==> config.mk <==
export PLATFORM = sky130hd
export DESIGN_NAME = mem_burst_agen
export DESIGN_NICKNAME = d
export VERILOG_FILES = /design/src/rtl/mem_burst_agen.sv
export SDC_FILE = /design/constraint.sdc
export NUM_CORES = 1
export LEC_CHECK = 0
export CAP_MARGIN = 20
export CORE_UTILIZATION = 60
export DETAILED_ROUTE_END_ITERATION = 10
export DONT_BUFFER_PORTS = 1
export PLACE_DENSITY_LB_ADDON = 0.12
export REMOVE_ABC_BUFFERS = 1
export SLEW_MARGIN = 0
export SYNTH_ARGS = -nofsm -noshare
export SYNTH_HDL_FRONTEND = slang
export SYNTH_SLANG_ARGS = --single-unit
==> constraint.sdc <==
create_clock -name clk -period 3.1 [get_ports clk]
set_input_delay 0.465 -clock clk [delete_from_list [all_inputs] [get_ports clk]]
set_output_delay 0.465 -clock clk [all_outputs]
set_load 0.05 [all_outputs]
==> src/rtl/mem_burst_agen.sv <==
// ---------------------------------------------------------------------------
// mem_burst_agen
//   Burst address/data generator feeding a memory's addr/data ports.
//   One command is accepted in IDLE; it then emits cmd_len+1 beats with
//   incrementing (wrapping) addresses and either constant or incrementing
//   (wrapping) data, one beat per mem_valid/mem_ready handshake.
//
// Ports:
//   clk, rst_n              clock, asynchronous active-low reset
//   cmd_valid / cmd_ready   command handshake (cmd_ready decoded from IDLE)
//   cmd_addr, cmd_len       start address, beats minus one
//   cmd_seed, cmd_incr      first data value, data increments when 1
//   abort                   end the current burst early (BURST only)
//   mem_valid / mem_ready   beat handshake towards the memory
//   mem_addr, mem_data      beat address and data
//   busy                    high while in BURST or DONE
//   done, aborted           one-cycle end-of-burst pulse, early-end flag
//   beat_cnt                beats transferred in current/last burst
// ---------------------------------------------------------------------------
module mem_burst_agen #(
    parameter int addr_width = 16,
    parameter int data_width = 8,
    parameter int len_width  = 8
) (
    input  logic                  clk,
    input  logic                  rst_n,
    input  logic                  cmd_valid,
    output logic                  cmd_ready,
    input  logic [addr_width-1:0] cmd_addr,
    input  logic [len_width-1:0]  cmd_len,
    input  logic [data_width-1:0] cmd_seed,
    input  logic                  cmd_incr,
    input  logic                  abort,
    output logic                  mem_valid,
    input  logic                  mem_ready,
    output logic [addr_width-1:0] mem_addr,
    output logic [data_width-1:0] mem_data,
    output logic                  busy,
    output logic                  done,
    output logic                  aborted,
    output logic [len_width:0]    beat_cnt
);

    typedef enum logic [1:0] {
        ST_IDLE  = 2'd0,
        ST_BURST = 2'd1,
        ST_DONE  = 2'd2
    } state_e;

    localparam logic [addr_width-1:0] ADDR_ONE  = {{(addr_width-1){1'b0}}, 1'b1};
    localparam logic [data_width-1:0] DATA_ONE  = {{(data_width-1){1'b0}}, 1'b1};
    localparam logic [len_width-1:0]  LEN_ONE   = {{(len_width-1){1'b0}}, 1'b1};
    localparam logic [len_width-1:0]  LEN_ZERO  = {len_width{1'b0}};
    localparam logic [len_width:0]    CNT_ONE   = {{len_width{1'b0}}, 1'b1};
    localparam logic [len_width:0]    CNT_ZERO  = {(len_width+1){1'b0}};

    state_e                state_q,     state_d;
    logic                  mem_valid_q, mem_valid_d;
    logic [addr_width-1:0] mem_addr_q,  mem_addr_d;
    logic [data_width-1:0] mem_data_q,  mem_data_d;
    logic                  busy_q,      busy_d;
    logic                  done_q,      done_d;
    logic                  aborted_q,   aborted_d;
    logic [len_width:0]    beat_cnt_q,  beat_cnt_d;
    logic [len_width-1:0]  remaining_q, remaining_d;
    logic                  incr_q,      incr_d;
    logic                  handshake_s;

    assign handshake_s = mem_valid_q && mem_ready;
    assign cmd_ready   = (state_q == ST_IDLE);

    // Next-state and next-output computation for the burst FSM.
    always_comb begin
        state_d     = state_q;
        mem_valid_d = mem_valid_q;
        mem_addr_d  = mem_addr_q;
        mem_data_d  = mem_data_q;
        aborted_d   = aborted_q;
        beat_cnt_d  = beat_cnt_q;
        remaining_d = remaining_q;
        incr_d      = incr_q;

        case (state_q)
            ST_IDLE: begin
                if (cmd_valid && cmd_ready) begin
                    mem_addr_d  = cmd_addr;
                    mem_data_d  = cmd_seed;
                    remaining_d = cmd_len;
                    incr_d      = cmd_incr;
                    beat_cnt_d  = CNT_ZERO;
                    mem_valid_d = 1'b1;
                    state_d     = ST_BURST;
                end else begin
                    state_d = ST_IDLE;
                end
            end
            ST_BURST: begin
                if (handshake_s) begin
                    // The accepted beat always counts, even when aborting.
                    beat_cnt_d = beat_cnt_q + CNT_ONE;
                    if (remaining_q == LEN_ZERO) begin
                        mem_valid_d = 1'b0;
                        aborted_d   = 1'b0;
                        state_d     = ST_DONE;
                    end else if (abort) begin
                        mem_valid_d = 1'b0;
                        aborted_d   = 1'b1;
                        state_d     = ST_DONE;
                    end else begin
                        mem_addr_d  = mem_addr_q + ADDR_ONE;
                        mem_data_d  = incr_q ? (mem_data_q + DATA_ONE) : mem_data_q;
                        remaining_d = remaining_q - LEN_ONE;
                    end
                end else if (abort) begin
                    mem_valid_d = 1'b0;
                    aborted_d   = 1'b1;
                    state_d     = ST_DONE;
                end else begin
                    state_d = ST_BURST;
                end
            end
            ST_DONE: begin
                state_d = ST_IDLE;
            end
            default: begin
                mem_valid_d = 1'b0;
                state_d     = ST_IDLE;
            end
        endcase

        // Status flags are registered from the state being entered.
        busy_d = (state_d != ST_IDLE);
        done_d = (state_d == ST_DONE);
    end

    // State and output registers.
    always_ff @(posedge clk or negedge rst_n) begin
        if (!rst_n) begin
            state_q     <= ST_IDLE;
            mem_valid_q <= 1'b0;
            mem_addr_q  <= {addr_width{1'b0}};
            mem_data_q  <= {data_width{1'b0}};
            busy_q      <= 1'b0;
            done_q      <= 1'b0;
            aborted_q   <= 1'b0;
            beat_cnt_q  <= CNT_ZERO;
            remaining_q <= LEN_ZERO;
            incr_q      <= 1'b0;
        end else begin
            state_q     <= state_d;
            mem_valid_q <= mem_valid_d;
            mem_addr_q  <= mem_addr_d;
            mem_data_q  <= mem_data_d;
            busy_q      <= busy_d;
            done_q      <= done_d;
            aborted_q   <= aborted_d;
            beat_cnt_q  <= beat_cnt_d;
            remaining_q <= remaining_d;
            incr_q      <= incr_d;
        end
    end

    assign mem_valid = mem_valid_q;
    assign mem_addr  = mem_addr_q;
    assign mem_data  = mem_data_q;
    assign busy      = busy_q;
    assign done      = done_q;
    assign aborted   = aborted_q;
    assign beat_cnt  = beat_cnt_q;

endmodule

Word level (Yosys, flattened, before mapping)
Index checks and enable logic that the tools add are counted.

Logic and storage cells: 67. Flip-flop bits (word level): 48. Output and inout port bits: 38. Bits of input ports: 38.

Add/sub/neg operators: 4. Multiplexer cells: 33. Bitwise operators: 1. Equality and inequality tests: 8. Reductions and logical operators: 11.

Operator list (count): 2-to-1 mux 8 bit (9); 2-to-1 mux 16 bit (4); case mux 16 bit (2 select lines) (1); case mux 8 bit (2 select lines) (2); 2-to-1 mux 9 bit (2); case mux 9 bit (2 select lines) (1); adder 16 x 1 -> 16 bit (second input constant) (1); adder 9 x 1 -> 9 bit (second input constant) (1); adder 8 x 1 -> 8 bit (second input constant) (1); zero test 8 bit (1); 2-to-1 mux 1 bit (8); 2-to-1 mux 2 bit (4); inequality test 2 bit (second input constant) (4); subtractor 8 x 1 -> 8 bit (second input constant) (1); AND reduction 6 bit (1); AND reduction 5 bit (1); == test 2 bit (second input constant) (2); case mux 2 bit (2 select lines) (1); AND reduction 2 bit (2); nonzero test 2 bit (2); case mux 1 bit (3 select lines) (1); AND reduction 3 bit (1); == test 2 x 1 -> 1 bit (second input constant) (1); logical AND 1 bit (2); 3 further kinds (3).

Longest topological paths before layout
Gate-level depths: netlist of the first run.

Depth in word-level cells: 6. Mapped depth: 8. Gate-level depth less buffers: 6.

Least setup slack after synthesis of the first run
Ideal clock, no wire load.

Kind: reg-to-reg. From: register remaining_q[0]. To: register mem_addr_q[15] (netlist: mem_addr[15]). Required time: 2.962 ns. Clock period less this slack: 2.021 ns. Library setup time: 0.138 ns. Stages on the path, launching flop included: 9. Slack: 1.079 ns. Buffers on the path: 2. Arrival: 1.883 ns. Cell sequence: dfrtp_1 -> inv_1 -> ha_1 -> or4b_1 -> buf_4 -> nor3_4 -> or2b_1 -> buf_6 -> o221ai_1.

Word-level cells in the longest chain between the ends: 3.

Ends and longest elaborated chain: start: declaration (line 65) `logic [len_width-1:0] remaining_q, remaining_d;`; start signal: assignment (line 158) `remaining_q <= remaining_d;`; zero test 8 bit (line 101) `if (remaining_q == LEN_ZERO) begin`; inequality test 2 bit (no source line); AND reduction 5 bit (no source line); end signal: assignment (line 141) `mem_addr_q <= {addr_width{1'b0}};`; end signal: assignment (line 152) `mem_addr_q <= mem_addr_d;`; end: declaration (line 59) `logic [addr_width-1:0] mem_addr_q, mem_addr_d;`.

No other way between the ends. A chain may end at the register's enable or synchronous reset.

Worst setup path in the final report of the first run
From: register remaining_q[0]. To: register remaining_q[7].

Word-level cells in the longest chain between the ends: 5. Elaborated cells on any way between the ends: 8. Classes of those cells: add/sub: 1; eq/ne: 1; mux: 4; reduce/logical: 2.

Ends and longest elaborated chain: subtractor 8 x 1 -> 8 bit (line 112) `remaining_d = remaining_q - LEN_ONE;`; 2-to-1 mux 8 bit (line 105) `end else if (abort) begin`; 2-to-1 mux 8 bit (line 101); 2-to-1 mux 8 bit (line 98) `if (handshake_s) begin`; case mux 8 bit (2 select lines) (line 83) `case (state_q)`.

Parallel ways exist; a longest one is shown, timed or not. The select of a mux whose other input is x is not followed.

==> qor.yml, run 1 <==
critPathArrivalTime_ns: 2.77
synth_top_area_cell: "dfrtp_1"
synth_top_area_share_pct: 41.5
routedWlPerCell_um: 18.8
root_buffer: "clkbuf_8"
io_buffers: 0
cpPeakStageDelay_ns: 0.67
finalPower_w: 0.00341
cts_buffers: 5
setup_viol: 0
end_kind: "register"
initial_core_util_pct: 64.3
clock.fmax_mhz: 388
coreArea_mm2: 0.00450
syn2layout_area_growth_pct: 6.14
yosys-top-cells-area: "dfrtp_1 41%, a2bb2oi_1 5.1%, nor2_1 3.9%"
clk_latency_ns: 0.30
final_cell_mix: "48 x dfrtp_1, 30 x nor2_1, 26 x nand2_1"
ys_seq_area_share_pct: 41.5
ys_ff_latch: 48
cts_tree: "built"
p_per_area_mw_per_mm2: 1110
path_buf_inv: 2
synth_cells: 325
yosys_most_used_dff: "dfrtp_1"
vias: 2535
async_flop_share_pct: 100
cts_htree_levels: 2
drive_gt1_share_pct: 9.32
viasPerCell: 6.78
grt_pass1_vias: 2456
drt_wl_total_mm: 7.05
num_antenna_cells: 0
clockBufferDepth: 2
first_iter_violations: 139
track_usage_pct: 28.9
grt_max_degree: 49
dr.pass1.iters: 4
tightest_slew_ns: 0.898
slowest_stage: "or4b_1"
dieArea_mm2: 0.00511
cp-start-kind: "register"
hold_path.class: "in -> async"
final_common_cell: "dfrtp_1"
ant_nets: 0
clock_sinks: 48
row_count: 24
cap_violations: 0
syn_area_per_cell_um2: 8.91
die_x_um: 71.5
critical_path.cell_chain: "inv_1 -> ha_1 -> or4b_1 -> nor3_4 -> buf_4 -> nor2_2 -> a22o_1"
clock_skew_ns: 0.0115
tns_ns: 0
yosysWarnings: 0
path_depth: 7
postLayoutCoreUtil_pct: 68.2
status: "completed"
path_delay_family: "simple AND/OR/NAND/NOR gates"
synth-edff-count: 0
p_leak_nw: 1.24
hold_violations: 0
fin_crit_ns: 2.57
grt_antenna_before_repair: 0
finalMaxSlewViolations: 0
critPathKind: "reg -> reg"
fin_crit_sh_pct: 83.1
die_y_um: 71.5
slew-limit-headroom_pct: 39.9
grt_pass1_wl_mm: 11.7
ir_drop_uv: 572
required_ns: 3.30
clk_pin_slew_ns: 0.09
synthesis.area_mm2: 0.00290
final_nets: 363
critPathMaxFanout: 18
hpwl_mm: 4.70
num_io_pins: 76
gp_congestion: 0.814
rsz0062_at_grt: "false"
yosysUniqueCellTypes: 52
reg2reg_depth: 7
overflow: 0
drc: 0
## per-layer routing
layer  global-route usage [%]  up-vias  wire length [µm]
met5                        0        -                 0
met4                     10.5        0                95
met3                     9.00       12               508
met2                     45.7       98              3420
met1                     37.8     1206              3020
li1                         -     1219                 -
## worst paths after layout
path / endpoint / startpoint / slack, ns
max in group asynchronous: remaining_q[2] / rst_n / 2.88
setup reg to reg: remaining_q[7] / remaining_q[0] / 0.53
setup / recovery: remaining_q[7] / remaining_q[0] / 0.53
hold reg to reg: remaining_q[7] / remaining_q[7] / 0.53
min in group clk: incr_q / cmd_incr / 0.29
hold / removal: mem_addr[1] / rst_n / 0.009
## state kept, by name, indices dropped and copies added (netlist names)
signal / cells
aborted: 1
beat_cnt: 9
busy: 1
done: 1
incr_q: 1
mem_addr: 16
mem_data: 8
mem_valid: 1
remaining_q: 8
state_q: 2
## synth_stat cells (3+ instances only)
| cell type | instances |
|---|---|
| nand4_1 | 8 |
| a31o_2 | 3 |
| xnor2_1 | 5 |
| nand3_1 | 14 |
| inv_1 | 6 |
| a31oi_1 | 6 |
| a21oi_1 | 16 |
| nor3_1 | 17 |
| ha_1 | 4 |
| a2bb2oi_1 | 17 |
| o31ai_1 | 8 |
| dfrtp_1 | 48 |
| nor2_1 | 30 |
| nand2_1 | 26 |
| o32ai_1 | 3 |
| buf_1 | 3 |
| and3_1 | 8 |
| o22a_1 | 5 |
| clkbuf_1 | 14 |
| mux2i_1 | 3 |
| and2_1 | 7 |
| buf_4 | 3 |
| o21ai_0 | 18 |
| o22ai_1 | 6 |
| a211oi_1 | 9 |
## metrics by stage
step | setup slack [ns] | hold slack, ns | cell area (µm²) | instances
2_1_floorplan | 0.216 | 0.169 | 2780 | 302
3_3_place_gp | 0.674 | 0.170 | 2950 | 365
3_5_place_dp | 0.571 | 0.170 | 2950 | 365
4_1_cts | 0.557 | 0.00720 | 3070 | 374
5_1_grt | 0.398 | 0.00789 | 3070 | 374
6_report | 0.525 | 0.00857 | 3070 | 374
## what timing repair did
action,in CTS,in global routing
endpoints found under the setup margin,0,0
resized for setup,0,0
buffers inserted,0,0
hold buffers,1,0
hold endpoints to repair,48,0
## area by class of cell
type                            instances  area, µm²
Clock inverter                          2       13.8
Clock buffer                            6       82.6
Sequential cell                        48       1200
Multi-Input combinational cell        248       1570
Tap cell                               52       65.1
Inverter                                6       22.5
Timing Repair Buffer                   12        123
Fill cell                             380       1430
## where the power goes
part / leakage (nW) / switching [W] / internal (W) / total, W
clock: 0.0516 / 0.000213 / 0.000183 / 0.000395
combinational: 0.617 / 0.000847 / 0.000535 / 0.00138
sequential: 0.569 / 0.000783 / 0.000852 / 0.00163
total: 1.24 / 0.00184 / 0.00157 / 0.00341
## logic make-up after synthesis
| family | synth area share, % |
|---|---|
| flops | 41.5 |
| compound gates | 25.0 |
| xor+xnor | 2.12 |
| mux | 1.56 |
| simple gates | 23.4 |
| buf+inv | 4.71 |
| fa+ha+maj | 1.73 |
## worst reg2reg max path: stages, from the launching register on
cell and delay (ns):
dfrtp_1 0.43, inv_1 0.08, ha_1 0.21, or4b_1 0.67, nor3_4 0.36, buf_4 0.30
nor2_2 0.18, a22o_1 0.25
Note: power is estimated with default switching activity, not from simulation.
==> inputs of run 2 (changes only) <==
--- a/config.mk
+++ b/config.mk
@@ -5,6 +5,7 @@
 export SDC_FILE = /design/constraint.sdc
 export NUM_CORES = 1
 export LEC_CHECK = 0
+export ABC_AREA = 1
 export CAP_MARGIN = 20
 export CORE_UTILIZATION = 60
 export DETAILED_ROUTE_END_ITERATION = 10
==> constraint.sdc (replaced) <==
create_clock -name clk -period 2.45 [get_ports clk]
set_input_delay 0.3675 -clock clk [delete_from_list [all_inputs] [get_ports clk]]
set_output_delay 0.3675 -clock clk [all_outputs]
set_load 0.05 [all_outputs]
==> run 2 against run 1 <==
Compared with the run above: clock skew fell by 0.0072 ns; final cell count up 47%; setup slack worse by 0.11 ns; flip-flop and latch count is the same; hold slack gained 0.18 ns; non-clock buffer count is 11 higher; cell area is 8.9% higher; power grew 31%; core utilization grew 1.2 points; routed wire length is 2.8% lower; sequential share of layout area is 3.2 points lower.
==> qor.yml, run 2 <==
status: "completed"
cpMostUsedCell: "nand2_1"
p_leak_nw: 1.77
critical_path.cell_chain: "inv_1 -> ha_1 -> nand2_1 -> nor2_1 -> nand4_2 -> nand2_4 -> inv_2 -> o21ai_1 -> nand2_1"
num_io_pins: 76
tightest_slew_ns: 0.634
comb_power_share_pct: 52.4
vias: 2944
slew-limit-headroom_pct: 57.7
async_flop_share_pct: 100
clock_sinks: 48
critPathMaxFanout: 28
clk_latency_ns: 0.30
clk_pin_slew_ns: 0.09
postLayoutCoreUtil_pct: 69.5
final_common_cell: "nand2_1"
finalPower_w: 0.00447
track_usage_pct: 27.9
dr.pass1.iters: 4
fin_crit_ns: 2.03
coreArea_mm2: 0.00482
grt_antenna_before_repair: 0
grt_pass1_vias: 2709
hold_path.class: "in -> reg"
clock_power_share_pct: 10.2
die_y_um: 73.2
cts_tree: "built"
ant_nets: 0
ys_ff_latch: 48
yosys-top-cells-area: "dfrtp_1 39%, nand2_1 22%, nand3_1 6.4%"
ir_drop_uv: 829
p_per_area_mw_per_mm2: 1330
yosysUniqueCellTypes: 27
end_kind: "register"
synth_cells: 466
hpwl_mm: 4.85
cap_violations: 0
place_inst: 542
routedWlPerCell_um: 12.4
p_sw_share_pct: 56.1
clock_skew_ns: 0.00426
p_seq_share_pct: 37.3
reg2reg_depth: 9
finalMaxSlewViolations: 0
cts_htree_levels: 2
first_iter_violations: 147
grt_max_degree: 49
setup_viol: 0
slowest_stage: "dfrtp_1"
row_count: 25
synth.most_common_cell: "nand2_1"
worst_slack_ns: 0.420
finalNonFillerCells: 551
initial_core_util_pct: 63.2
synth_commonest_cells: "181 x nand2_1, 52 x inv_1, 48 x dfrtp_1"
drive_gt1_share_pct: 7.64
final_nets: 526
final_cell_mix: "181 x nand2_1, 52 x inv_1, 48 x dfrtp_1"
drt_wl_total_mm: 6.85
synth_top_area_share_pct: 39.4
r2r_setup_slack_ns: 0.42
fillers: 448
worstHoldPathCells: 1
required_ns: 2.64
critPathKind: "reg -> reg"
yosys_most_used_dff: "dfrtp_1"
critPathArrivalTime_ns: 2.22
postCtsSetupBuffers: 0
hold_violations: 0
overflow: 0
clockBufferDepth: 2
largest_reg_flops: 16
place_ws_ns: 0.448
die_x_um: 73.2
synth-edff-count: 0
dieArea_mm2: 0.00536
yosysWarnings: 0
root_buffer: "clkbuf_8"
tns_ns: 0
fin_crit_sh_pct: 82.9
syn2layout_area_growth_pct: 9.86
cp-start-kind: "register"
io_buffers: 0
viasPerCell: 5.34
rsz0062_at_grt: "false"
syn_area_per_cell_um2: 6.54
ys_seq_area_share_pct: 39.4
gp_congestion: 0.847
cpPeakStageDelay_ns: 0.38
synth_top_area_cell: "dfrtp_1"
num_antenna_cells: 0
synthesis.area_mm2: 0.00305
p_switching_w: 0.00251
clock.fmax_mhz: 493
p_int_w: 0.00196
drc: 0
cts_buffers: 5
grt_pass1_wl_mm: 11.7
-- run 2: cell types whose count changed after synthesis, sizes merged, moves of 10 or more --
cell,previous run,this run
nor2,32,49
a2bb2oi,17,0
nand3,14,40
a21oi,16,6
nand2,26,182
inv,6,55
o21ai,18,35
nor3,18,8
-- run 2: timing repair --
action                                  4_1_cts  5_1_grt
endpoints found under the hold margin        48        0
resized for setup                             0        0
hold buffers                                  2        0
endpoints found under the setup margin        0        0
-- run 2: critical path, delay by kind of cell, from the launching register on --
kind	cells	cell delay, ns
AND/OR/NAND/NOR	5	0.89
flip-flops	1	0.38
buffers and inverters	2	0.32
adder cells (fa/ha/maj)	1	0.17
AO/OA/AOI/OAI	1	0.13
-- run 2: layout make-up --
| cell class | count | area, µm² | area share (%) |
|---|---|---|---|
| clock buffers | 6 | 72.6 | 2.17 |
| well taps | 67 | 83.8 | 2.51 |
| clock inverters | 1 | 5.00 | 0.150 |
| multi-input cells | 351 | 1580 | 47.3 |
| repair buffers | 23 | 195 | 5.83 |
| inverters | 55 | 206 | 6.17 |
| flip-flops and latches | 48 | 1200 | 35.9 |
-- run 2: power by group through the flow --
stage / combinational (W) / clock [W] / sequential, W
final: 0.00234 / 0.000457 / 0.00167
after global placement: 0.00226 / 0 / 0.00167
after detailed placement: 0.00232 / 0 / 0.00168
after CTS: 0.00235 / 0.000459 / 0.00167
after global routing: 0.00264 / 0.000492 / 0.00172
after floorplan: 0.00124 / 0 / 0.00215
-- run 2: path summary, 6_finish.rpt --
path                                     start        endpoint
worst max-delay path            remaining_q[0]  remaining_q[6]
min in group asynchronous                rst_n       mem_valid
max in group asynchronous                rst_n    mem_addr[13]
worst min register to register          incr_q          incr_q
worst min-delay path                 cmd_valid            busy
worst max register to register  remaining_q[0]  remaining_q[6]
-- run 2: per-layer routing --
metal,track usage (%),wire (µm),up-vias
met5,0,0,-
met3,5.25,450,7
met4,9.15,59,0
met1,36.1,3060,1334
met2,46.8,3280,85
li1,-,-,1518
-- run 2: cell families after synthesis --
family	Yosys count	synth area share [%]
buffers and inverters	67	8.63
DFF	48	39.4
and+or+nand+nor	297	41.0
AOI/OAI and AO/OA	49	8.96
adders and majority gates	4	1.64
muxes	1	0.329
-- run 2: per-stage QoR --
stage	cell area [µm²]	hold slack [ns]
after floorplan	2990	0.0719
after global placement	3230	0.0729
after detailed placement	3230	0.0729
after CTS	3350	0.183
after global routing	3350	0.183
final	3350	0.184
